$ cat config.mk
export PLATFORM = sky130hd
export DESIGN_NAME = bus_mem_interface
export DESIGN_NICKNAME = d
export VERILOG_FILES = /design/src/rtl/bus_mem_pkg.sv /design/src/rtl/bus_reg16.sv /design/src/rtl/bus_mem_interface.sv
export SDC_FILE = /design/constraint.sdc
export NUM_CORES = 1
export LEC_CHECK = 0
export CAP_MARGIN = 20
export CORE_AREA = 10 10 104 106
export CTS_BUF_LIST = sky130_fd_sc_hd__clkbuf_4 sky130_fd_sc_hd__clkbuf_8
export DETAILED_ROUTE_END_ITERATION = 8
export DIE_AREA = 0 0 114 116
export PLACE_DENSITY = 0.57
export SKIP_CTS_REPAIR_TIMING = 1
export SLEW_MARGIN = 20
export SYNTH_ARGS = -nofsm -noshare
export SYNTH_HDL_FRONTEND = slang
export SYNTH_SLANG_ARGS = --single-unit
$ cat constraint.sdc
create_clock -name Clk -period 5.9 [get_ports Clk]
set_clock_uncertainty 0.15 [all_clocks]
set_input_delay 1.18 -clock Clk [delete_from_list [all_inputs] [get_ports Clk]]
set_output_delay 1.18 -clock Clk [all_outputs]
set_load 0.1 [all_outputs]
$ cat src/rtl/bus_mem_pkg.sv
// bus_mem_pkg
// Shared definitions for the bus-side memory interface: FSM state encoding,
// operation-type codes and the 16-bit datapath word type.
package bus_mem_pkg;

    typedef logic [15:0] word_t;

    typedef enum logic [1:0] {
        IDLE   = 2'd0,
        ACCESS = 2'd1,
        DONE   = 2'd2
    } mem_state_e;

    localparam logic MEM_READ  = 1'b0;
    localparam logic MEM_WRITE = 1'b1;

endpackage : bus_mem_pkg

$ cat src/rtl/bus_reg16.sv
// bus_reg16
// 16-bit register with synchronous active-high reset and load enable.
// Used for both MAR and MDR.
//
// Ports:
//   clk_i  - clock, rising edge
//   rst_i  - synchronous active-high reset (clears to 0)
//   ld_i   - load enable
//   d_i    - data to load
//   q_o    - register contents
module bus_reg16
    import bus_mem_pkg::*;
(
    input  logic  clk_i,
    input  logic  rst_i,
    input  logic  ld_i,
    input  word_t d_i,
    output word_t q_o
);

    word_t data_q;

    always_ff @(posedge clk_i) begin
        if (rst_i) begin
            data_q <= '0;
        end else if (ld_i) begin
            data_q <= d_i;
        end
    end

    assign q_o = data_q;

endmodule : bus_reg16

$ cat src/rtl/bus_mem_interface.sv
// bus_mem_interface
// Receiving end of the 16-bit datapath bus. Holds MAR/MDR and runs the SRAM
// read/write handshake with WAIT_STATES counted access cycles.
//
// Optional feature macro: MEM_TIMEOUT_EN
//   defined     - an 8-bit cycle counter aborts an access after TIMEOUT
//                 ACCESS cycles (stalls included) and raises sticky Mem_Err.
//   not defined - stalls may last indefinitely; Mem_Err is constant 0.
//
// Ports:
//   Clk, Reset        - clock and synchronous active-high reset
//   Bus_In            - datapath bus value
//   LD_MAR, LD_MDR    - load MAR / MDR from Bus_In (ignored in ACCESS)
//   Mem_Req, Mem_RW   - start request and op type (1 = write), IDLE only
//   Mem_Wait          - SRAM stall, freezes the wait-state counter
//   Data_From_SRAM    - SRAM read data
//   ADDR, Data_To_SRAM- SRAM address (= MAR) and write data (= MDR)
//   CE_N, OE_N, WE_N  - registered active-low SRAM strobes
//   MAR_Out, MDR_Out  - register contents for the bus driver
//   Mem_Busy          - high in ACCESS
//   Mem_Ready         - one-cycle completion pulse (DONE)
//   Mem_Err           - timeout flag
//
// States:
//   IDLE   | waiting for Mem_Req; MAR/MDR loads honoured
//   ACCESS | strobes active, counting wait states
//   DONE   | Mem_Ready pulse, strobes off; MAR/MDR loads honoured
module bus_mem_interface
    import bus_mem_pkg::*;
#(
    parameter int WAIT_STATES = 2,
    parameter int TIMEOUT     = 64
) (
    input  logic        Clk,
    input  logic        Reset,
    input  logic [15:0] Bus_In,
    input  logic        LD_MAR,
    input  logic        LD_MDR,
    input  logic        Mem_Req,
    input  logic        Mem_RW,
    input  logic        Mem_Wait,
    input  logic [15:0] Data_From_SRAM,
    output logic [15:0] ADDR,
    output logic [15:0] Data_To_SRAM,
    output logic        CE_N,
    output logic        OE_N,
    output logic        WE_N,
    output logic [15:0] MAR_Out,
    output logic [15:0] MDR_Out,
    output logic        Mem_Busy,
    output logic        Mem_Ready,
    output logic        Mem_Err
);

    if (WAIT_STATES < 1 || WAIT_STATES > 15) begin : g_bad_wait_states
        $error("bus_mem_interface: WAIT_STATES out of range 1..15");
    end
    if (TIMEOUT <= WAIT_STATES || TIMEOUT > 255) begin : g_bad_timeout
        $error("bus_mem_interface: TIMEOUT must exceed WAIT_STATES and be <= 255");
    end

    localparam logic [3:0] CNT_LAST = 4'(WAIT_STATES - 1);

    mem_state_e state_q, state_d;
    logic [3:0] cnt_q, cnt_d;
    logic       op_q, op_d;
    logic       ce_n_q, oe_n_q, we_n_q;
    logic       busy_q, ready_q;
    logic       mdr_capture;
    logic       normal_done;

    word_t mar_q, mdr_q;
    logic  mar_ld, mdr_ld;
    word_t mdr_d;

`ifdef MEM_TIMEOUT_EN
    localparam logic [7:0] TO_LAST = 8'(TIMEOUT - 1);
    logic [7:0] tcnt_q, tcnt_d;
    logic       err_q, err_d;
`endif

    always_comb begin
        state_d     = state_q;
        cnt_d       = cnt_q;
        op_d        = op_q;
        mdr_capture = 1'b0;
        normal_done = 1'b0;
`ifdef MEM_TIMEOUT_EN
        tcnt_d      = tcnt_q;
        err_d       = err_q;
`endif
        unique case (state_q)
            IDLE: begin
                if (Mem_Req) begin
                    state_d = ACCESS;
                    cnt_d   = '0;
                    op_d    = Mem_RW;
`ifdef MEM_TIMEOUT_EN
                    tcnt_d  = '0;
                    err_d   = 1'b0;
`endif
                end
            end
            ACCESS: begin
                if (!Mem_Wait) begin
                    if (cnt_q == CNT_LAST) begin
                        normal_done = 1'b1;
                        state_d     = DONE;
                        mdr_capture = (op_q == MEM_READ);
                    end else begin
                        cnt_d = cnt_q + 4'd1;
                    end
                end
`ifdef MEM_TIMEOUT_EN
                tcnt_d = tcnt_q + 8'd1;
                // A normal completion on the same edge takes priority.
                if (!normal_done && tcnt_q == TO_LAST) begin
                    state_d = DONE;
                    err_d   = 1'b1;
                end
`endif
            end
            DONE: begin
                state_d = IDLE;
            end
            default: begin
                state_d = IDLE;
            end
        endcase
    end

    // Strobes and status are registered from the next state so they switch
    // cleanly, aligned with the state register.
    always_ff @(posedge Clk) begin
        if (Reset) begin
            state_q <= IDLE;
            cnt_q   <= '0;
            op_q    <= MEM_READ;
            ce_n_q  <= 1'b1;
            oe_n_q  <= 1'b1;
            we_n_q  <= 1'b1;
            busy_q  <= 1'b0;
            ready_q <= 1'b0;
        end else begin
            state_q <= state_d;
            cnt_q   <= cnt_d;
            op_q    <= op_d;
            ce_n_q  <= (state_d != ACCESS);
            oe_n_q  <= !(state_d == ACCESS && op_d == MEM_READ);
            we_n_q  <= !(state_d == ACCESS && op_d == MEM_WRITE);
            busy_q  <= (state_d == ACCESS);
            ready_q <= (state_d == DONE);
        end
    end

`ifdef MEM_TIMEOUT_EN
    always_ff @(posedge Clk) begin
        if (Reset) begin
            tcnt_q <= '0;
            err_q  <= 1'b0;
        end else begin
            tcnt_q <= tcnt_d;
            err_q  <= err_d;
        end
    end
    assign Mem_Err = err_q;
`else
    assign Mem_Err = 1'b0;
`endif

    // Loads are blocked during ACCESS; MDR only takes the read capture there.
    assign mar_ld = LD_MAR && (state_q != ACCESS);
    assign mdr_ld = (LD_MDR && (state_q != ACCESS)) || mdr_capture;
    assign mdr_d  = mdr_capture ? Data_From_SRAM : Bus_In;

    bus_reg16 u_mar (
        .clk_i (Clk),
        .rst_i (Reset),
        .ld_i  (mar_ld),
        .d_i   (Bus_In),
        .q_o   (mar_q)
    );

    bus_reg16 u_mdr (
        .clk_i (Clk),
        .rst_i (Reset),
        .ld_i  (mdr_ld),
        .d_i   (mdr_d),
        .q_o   (mdr_q)
    );

    assign ADDR         = mar_q;
    assign Data_To_SRAM = mdr_q;
    assign MAR_Out      = mar_q;
    assign MDR_Out      = mdr_q;
    assign CE_N         = ce_n_q;
    assign OE_N         = oe_n_q;
    assign WE_N         = we_n_q;
    assign Mem_Busy     = busy_q;
    assign Mem_Ready    = ready_q;

endmodule : bus_mem_interface
; Word level (Yosys, flattened, before mapping)
; Index checks and enable logic that the tools add are counted.
[totals]
reg_bits = 44
input_bits = 39
elab_cells = 46
[classes]
add_sub_neg = 1
n_eq_ne = 9
mux = 14
n_bitwise = 2
reduce_logical = 10
[ops]
columns = cell, n
row1 = $mux 16, 1
row2 = $mux 4, 3
row3 = $pmux 4 s2, 1
row4 = $mux 2, 3
row5 = $ne 2x2->1 const B, 3
row6 = $mux 1, 5
row7 = $add 4x1->4 const B, 1
row8 = $eq 2x1->1 const B, 2
row9 = $eq 4x1->1 const B, 1
row10 = $logic_and 1x1->1, 4
row11 = $ne 2x1->1 const B, 2
row12 = $pmux 2 s2, 1
row13 = $reduce_and 4->1, 1
row14 = $eq 2x2->1 const B, 1
row15 = $logic_not 1->1, 2
row16 = $logic_not 2->1, 1
row17 = $not 1->1, 2
row18 = $reduce_bool 2->1, 1
row19 = $logic_or 1x1->1, 1

; Logic depth before layout (Yosys ltp)
; Gate-level depths: netlist of the first run.
[logic_depth]
depth_word = 7
mapped_depth = 8

; Cells and area by module
; Synthesis of the first run repeated with hierarchy kept, for this count alone.
[unflattened]
hier_cells = 215
area_unflattened_um2 = 2187.1
[modules_own_cells]
columns = module, n_inst, cells_per_inst, area_per_inst_um2
row1 = bus_reg16, 2, 52, 580.6
row2 = bus_mem_interface, 1, 111, 1026.0

; Least setup slack after synthesis of the first run
; Ideal clock, no wire load.
[synth_path]
path_kind = register to output
startpoint = register u_mar.data_q[0], in the netlist u_mar.q_o[0]
endpoint = output MAR_Out[0]
arrival_ns = 1.373
slack_ns = 3.197
path_stages_with_launch = 2
cell_sequence = dfxtp_1 > buf_4
[synth_lines]
columns = item, line
row1 = start: declaration, bus_reg16.sv:21  ; word_t data_q;
row2 = start signal: assignment, bus_reg16.sv:27  ; data_q <= d_i;
row3 = end: declaration, bus_mem_interface.sv:48  ; output logic [15:0] MAR_Out,
; No word-level cell between the ends.

; Worst setup path after layout of the first run
[layout_path]
startpoint = register u_mdr.data_q[5], in the netlist u_mdr.q_o[5]
endpoint = output MDR_Out[5]
[layout_lines]
columns = item, line
row1 = start: declaration, bus_reg16.sv:21
row2 = start signal: assignment, bus_reg16.sv:27
row3 = end: declaration, bus_mem_interface.sv:49  ; output logic [15:0] MDR_Out,
; No word-level cell between the ends.

==> results.json, run 1 <==
{
  "fin_crit_ns": 3.185,
  "clockRootBuffer": "clkbuf_8",
  "hold_ws_ns": 0.3259,
  "worstRegToRegCells": 4,
  "start_util": 0.2475,
  "min_path_type": "flop to flop",
  "drtIter0Drc": 74,
  "crit_type": "flop to primary output",
  "finalHoldViolations": 0,
  "grt_pass1_wl_um": 10720,
  "worstHoldPathCells": 2,
  "antenna_left": 0,
  "max_freq_mhz": 313.9,
  "die_h_um": 116,
  "detailedPlacementHpwl_um": 5231,
  "ys_top_cells_by_area": "dfxtp_1 (41%), buf_4 (12%), a311oi_2 (11%), nand2_1 (9.1%), a21oi_1 (3.7%)",
  "cellPowerDensity_nw_per_um2": 284.3,
  "finalNetCount": 355,
  "setup_viol": 0,
  "slowest_delay_ns": 1.16,
  "synth.lib_cells_used.distinct": 31,
  "layout_common_cells": "clkdlybuf4s50_1 (106), nand2_1 (52), dfxtp_1 (44)",
  "setup.worst_path.end_class": "primary output",
  "seq_area_frac_synth": 0.4100,
  "clk_pin_slew_ns": 0.09,
  "status": "finished, final reports clean",
  "tns_ns": 0,
  "cts_sinks": 44,
  "areaGrowthSynthToFinish_pct": 44.38,
  "cts_buffers": 5,
  "crit_chain": "clkdlybuf4s50_1",
  "tightest_slew_ns": 0.9866,
  "finalCritPeriodShare": 0.5399,
  "cts_max_path_buffers": 2,
  "p_leak_nw": 1.072,
  "drive_above_1_share": 0.09206,
  "dieArea_um2": 13220,
  "place_inst": 415,
  "synth.top_cell.area_share": 0.4100,
  "cap_violations": 0,
  "stdcell_area_um2": 3102,
  "fp-row-count": 34,
  "syn_area_um2": 2148,
  "crit_required_ns": 4.57,
  "core_um2": 8678,
  "vias": 1892,
  "die_w_um": 114,
  "wirelength_um": 6862,
  "fillerInstances": 906,
  "cts_tree": "yes",
  "layout_commonest_cell": "clkdlybuf4s50_1",
  "htreeDepth": 2,
  "layout.cells.non_filler": 423,
  "ios": 109,
  "rsz0062_at_grt": "false",
  "synth_top_area_cell": "dfxtp_1",
  "numPortBuffers": 107,
  "drt-wirelength-per-cell_um": 16.22,
  "overflow": 0,
  "final-max-slew-violation-count": 0,
  "path_max_fanout": 3,
  "path_depth": 1,
  "crit_buf_inv": 1,
  "syn_inst": 251,
  "drcViolationCount": 0,
  "antenna_found_initial": 0,
  "ys_warn_count": 0,
  "viasPerCell": 4.473,
  "postSynthAreaPerCell_um2": 8.559,
  "clk-insertion-delay-late_ns": 0.29,
  "startpoint_type": "flop",
  "grt_max_degree": 44,
  "grt_usage": 0.09963,
  "grt_pass1_vias": 1980,
  "place_congestion": 0.7913,
  "diodes": 0,
  "finish.utilization": 0.3574,
  "synth_nets": 292,
  "cp.arrival_ns": 1.86,
  "vdd_ir_drop_max_mv": 0.1523,
  "crit_slowest_cell": "clkdlybuf4s50_1",
  "relSlewSlack": 0.3402,
  "synth-seq-cells": 44,
  "drtPass1Iterations": 4,
  "placed_area_um2": 3004,
  "cp_top_family": "buffers and inverters"
}
[cell type report]
class | instances | area (µm²) | share of cell area
repair buffers | 107 | 1066 | 0.3437
multi-input cells | 153 | 910.9 | 0.2937
flip-flops and latches | 44 | 880.8 | 0.2840
well taps | 108 | 135.1 | 0.04357
clock buffers | 7 | 90.09 | 0.02904
inverters | 3 | 11.26 | 0.003631
clock inverters | 1 | 7.507 | 0.002420
[synthesized netlist by cell type]
master / count
or4_4: 1
inv_1: 3
nor2b_1: 1
or3b_4: 1
dfxtp_1: 44
conb_1: 1
clkbuf_1: 12
nor3_1: 2
nand2_1: 52
nor4_1: 4
nand3_1: 16
nor2_1: 21
o211ai_1: 2
nor3b_1: 2
nand4_1: 1
nand2b_1: 4
a2111oi_0: 1
buf_6: 2
ha_1: 2
and2_1: 1
mux2_2: 1
buf_8: 1
a311oi_2: 16
buf_2: 3
a21oi_1: 16
a31o_2: 1
mux2i_1: 1
or4_1: 2
buf_4: 33
a31oi_1: 2
o21ai_0: 2
[layer usage]
layer	up-vias	share of wire	track usage
met5	-	0	0
met4	0	0.0096	0.02423
met3	4	0.077	0.03979
met2	63	0.50	0.1674
met1	876	0.41	0.1161
li1	949	-	-
[power breakdown]
group,switching (mW),internal (mW)
clock network,0.105,0.100
registers,0.0135,0.314
logic,0.265,0.0848
[state kept, by name (all words and copies together), names as in the netlist]
register	cells
u_mar.q_o	16
state_q	2
Mem_Busy	1
u_mdr.q_o	16
WE_N	1
Mem_Ready	1
cnt_q	4
OE_N	1
CE_N	1
op_q	1
[cell families (layout without fill, tap and decap cells)]
kind of cell | after synthesis | after routing | synth area share
AND/OR/NAND/NOR | 108 | 108 | 0.2260
buffers and inverters | 54 | 118 | 0.1660
flip-flops | 44 | 44 | 0.4100
AO/OA/AOI/OAI | 40 | 40 | 0.1747
adder cells (fa/ha/maj) | 2 | 2 | 0.01165
multiplexers | 2 | 2 | 0.009901
other | 1 | 1 | 0.001746
[path summary, 6_finish.rpt]
| check | start | to | slack, ns |
|---|---|---|---|
| setup / recovery | u_mdr.q_o[5]$_SDFFE_PP0P_ | MDR_Out[5] | 2.71 |
| hold / removal | u_mar.q_o[8]$_SDFFE_PP0P_ | u_mar.q_o[8]$_SDFFE_PP0P_ | 0.33 |
| setup reg to reg | state_q[1]$_SDFF_PP0_ | u_mdr.q_o[4]$_SDFFE_PP0P_ | 3.43 |
| hold reg to reg | u_mar.q_o[8]$_SDFFE_PP0P_ | u_mar.q_o[8]$_SDFFE_PP0P_ | 0.33 |
[stage by stage]
step | total power [mW] | setup WS [ns]
final | 0.8818 | 2.715
after detailed placement | 0.6864 | 2.574
after global routing | 0.9185 | 2.641
after global placement | 0.6850 | 2.657
after CTS | 0.8969 | 2.681
after floorplan | 0.6090 | 3.197
(Power assumes the default switching activity.)
==> inputs of run 2 (changes only) <==
- PLACE_DENSITY: 0.57 -> 0.59
- clock period: 5.9 -> 2.9 ns (I/O delays scaled with it)
==> run 2 against run 1 <==
  * Via count rose by 1.0%
  * First-iteration DRC count fell by 11%
  * Combinational power rose by 100%
  * Flip-flop and latch count did not move
  * Clock power rose to 2.5 times the previous value
  * Sequential power rose by 100%
  * Core utilization fell by 1.3 points
  * Global-route usage fell by 0.14 points
  * Non-clock buffer count rose by 4
  * Register-to-register slack got worse by 2.8 ns
  * Cell count rose by 0.95%
  * Clock-buffer cell count did not move
  * Largest cell class unchanged
==> results.json, run 2 (synthesis gave the netlist of run 1 again) <==
{
  "die_h_um": 116,
  "status": "finished, final reports clean",
  "relSlewSlack": 0.5644,
  "cts_tree": "yes",
  "clk_pin_slew_ns": 0.09,
  "setup.worst_path.end_class": "flop",
  "antenna_found_initial": 0,
  "finalNetCount": 359,
  "viasPerCell": 4.475,
  "fin_total_pwr_mw": 1.880,
  "overflow": 0,
  "die_w_um": 114,
  "cts_max_path_buffers": 2,
  "startpoint_type": "flop",
  "drtPass1Iterations": 4,
  "clk-insertion-delay-late_ns": 0.29,
  "drive_above_1_share": 0.3197,
  "ios": 109,
  "antenna_left": 0,
  "drt-wirelength-per-cell_um": 15.95,
  "finalCritPeriodShare": 0.7859,
  "dieArea_um2": 13220,
  "crit_type": "flop to flop",
  "grt_usage": 0.09822,
  "numPortBuffers": 107,
  "detailedPlacementHpwl_um": 5310,
  "layout_common_cells": "buf_4 (73), nand2_1 (52), dfxtp_1 (44)",
  "layout_commonest_cell": "buf_4",
  "cts_sinks": 44,
  "grt_pass1_vias": 1924,
  "drtIter0Drc": 66,
  "max_freq_mhz": 438.7,
  "vias": 1911,
  "drcViolationCount": 0,
  "grt_pass1_wl_um": 10460,
  "p_clk_frac": 0.275,
  "place_congestion": 0.7732,
  "htreeDepth": 2,
  "cap_violations": 0,
  "rsz0062_at_grt": "false",
  "clockRootBuffer": "clkbuf_8",
  "cts_buffers": 5,
  "tightest_slew_ns": 0.6534,
  "p_leak_nw": 1.227,
  "finalHoldViolations": 0,
  "core_um2": 8678,
  "layout.cells.non_filler": 427,
  "crit_required_ns": 2.91,
  "wirelength_um": 6810,
  "finish.utilization": 0.3443,
  "fin_crit_ns": 2.279,
  "cp.arrival_ns": 2.29,
  "hold_ws_ns": 0.3307,
  "swShare": 0.4153,
  "internal-power_mw": 1.099,
  "switchingPower_mw": 0.7806,
  "vdd_ir_drop_max_mv": 0.2355,
  "tns_ns": 0,
  "grt_max_degree": 33,
  "start_util": 0.2475,
  "fp-row-count": 34,
  "final-max-slew-violation-count": 0,
  "combPwrFrac": 0.371,
  "place_inst": 419,
  "areaGrowthSynthToFinish_pct": 39.08,
  "diodes": 0,
  "r2r_setup_slack_ns": 0.62,
  "cellPowerDensity_nw_per_um2": 629.2,
  "setup_viol": 0,
  "path_max_fanout": 32,
  "min_path_type": "flop to flop",
  "pwr-share-seq": 0.354
}
-- run 2: metal layers --
layer	wire [µm]	GRT usage	vias up	part of all wire
met2	3365	0.1595	60	0.49
met4	27	0.02506	0	0.0040
met5	0	0	-	0
met3	552	0.04134	2	0.081
li1	-	-	954	-
met1	2864	0.1173	895	0.42
-- run 2: power by group through the flow --
stage,logic [mW],registers [mW],clock network [mW]
after CTS,0.704,0.666,0.541
after floorplan,0.339,0.900,0
after global placement,0.701,0.679,0
final,0.697,0.666,0.517
after detailed placement,0.703,0.680,0
after global routing,0.724,0.671,0.567
-- run 2: final timing paths --
check                                                from                         end  depth (start not counted)
worst max-delay path                cnt_q[0]$_SDFFE_PP0P_  u_mdr.q_o[10]$_SDFFE_PP0P_                          5
worst min-delay path            u_mar.q_o[8]$_SDFFE_PP0P_   u_mar.q_o[8]$_SDFFE_PP0P_                          2
worst max register to register      cnt_q[0]$_SDFFE_PP0P_  u_mdr.q_o[10]$_SDFFE_PP0P_                          5
worst min register to register  u_mar.q_o[8]$_SDFFE_PP0P_   u_mar.q_o[8]$_SDFFE_PP0P_                          2
-- run 2: final cells by class --
class | count | area, µm²
multi-input combinational | 153 | 910.9
timing repair buffer | 111 | 923.4
sequential | 44 | 880.8
clock inverter | 1 | 30.03
tap | 108 | 135.1
fill | 943 | 5690
inverter | 3 | 11.26
clock buffer | 7 | 96.34
-- run 2: stage by stage --
stage / setup WS [ns] / cell area, µm²
after floorplan: 0.7969 / 2148
after global placement: 0.5521 / 2861
after detailed placement: 0.5012 / 2861
after CTS: 0.5789 / 2988
after global routing: 0.3421 / 2988
final: 0.6208 / 2988
-- run 2: worst max-delay path, stage by stage, from the launching register on --
cell      delay [ns]
dfxtp_1         0.44
ha_1            0.20
or3b_4          0.41
or4_4           0.65
nor2_1          0.21
a311oi_2        0.06
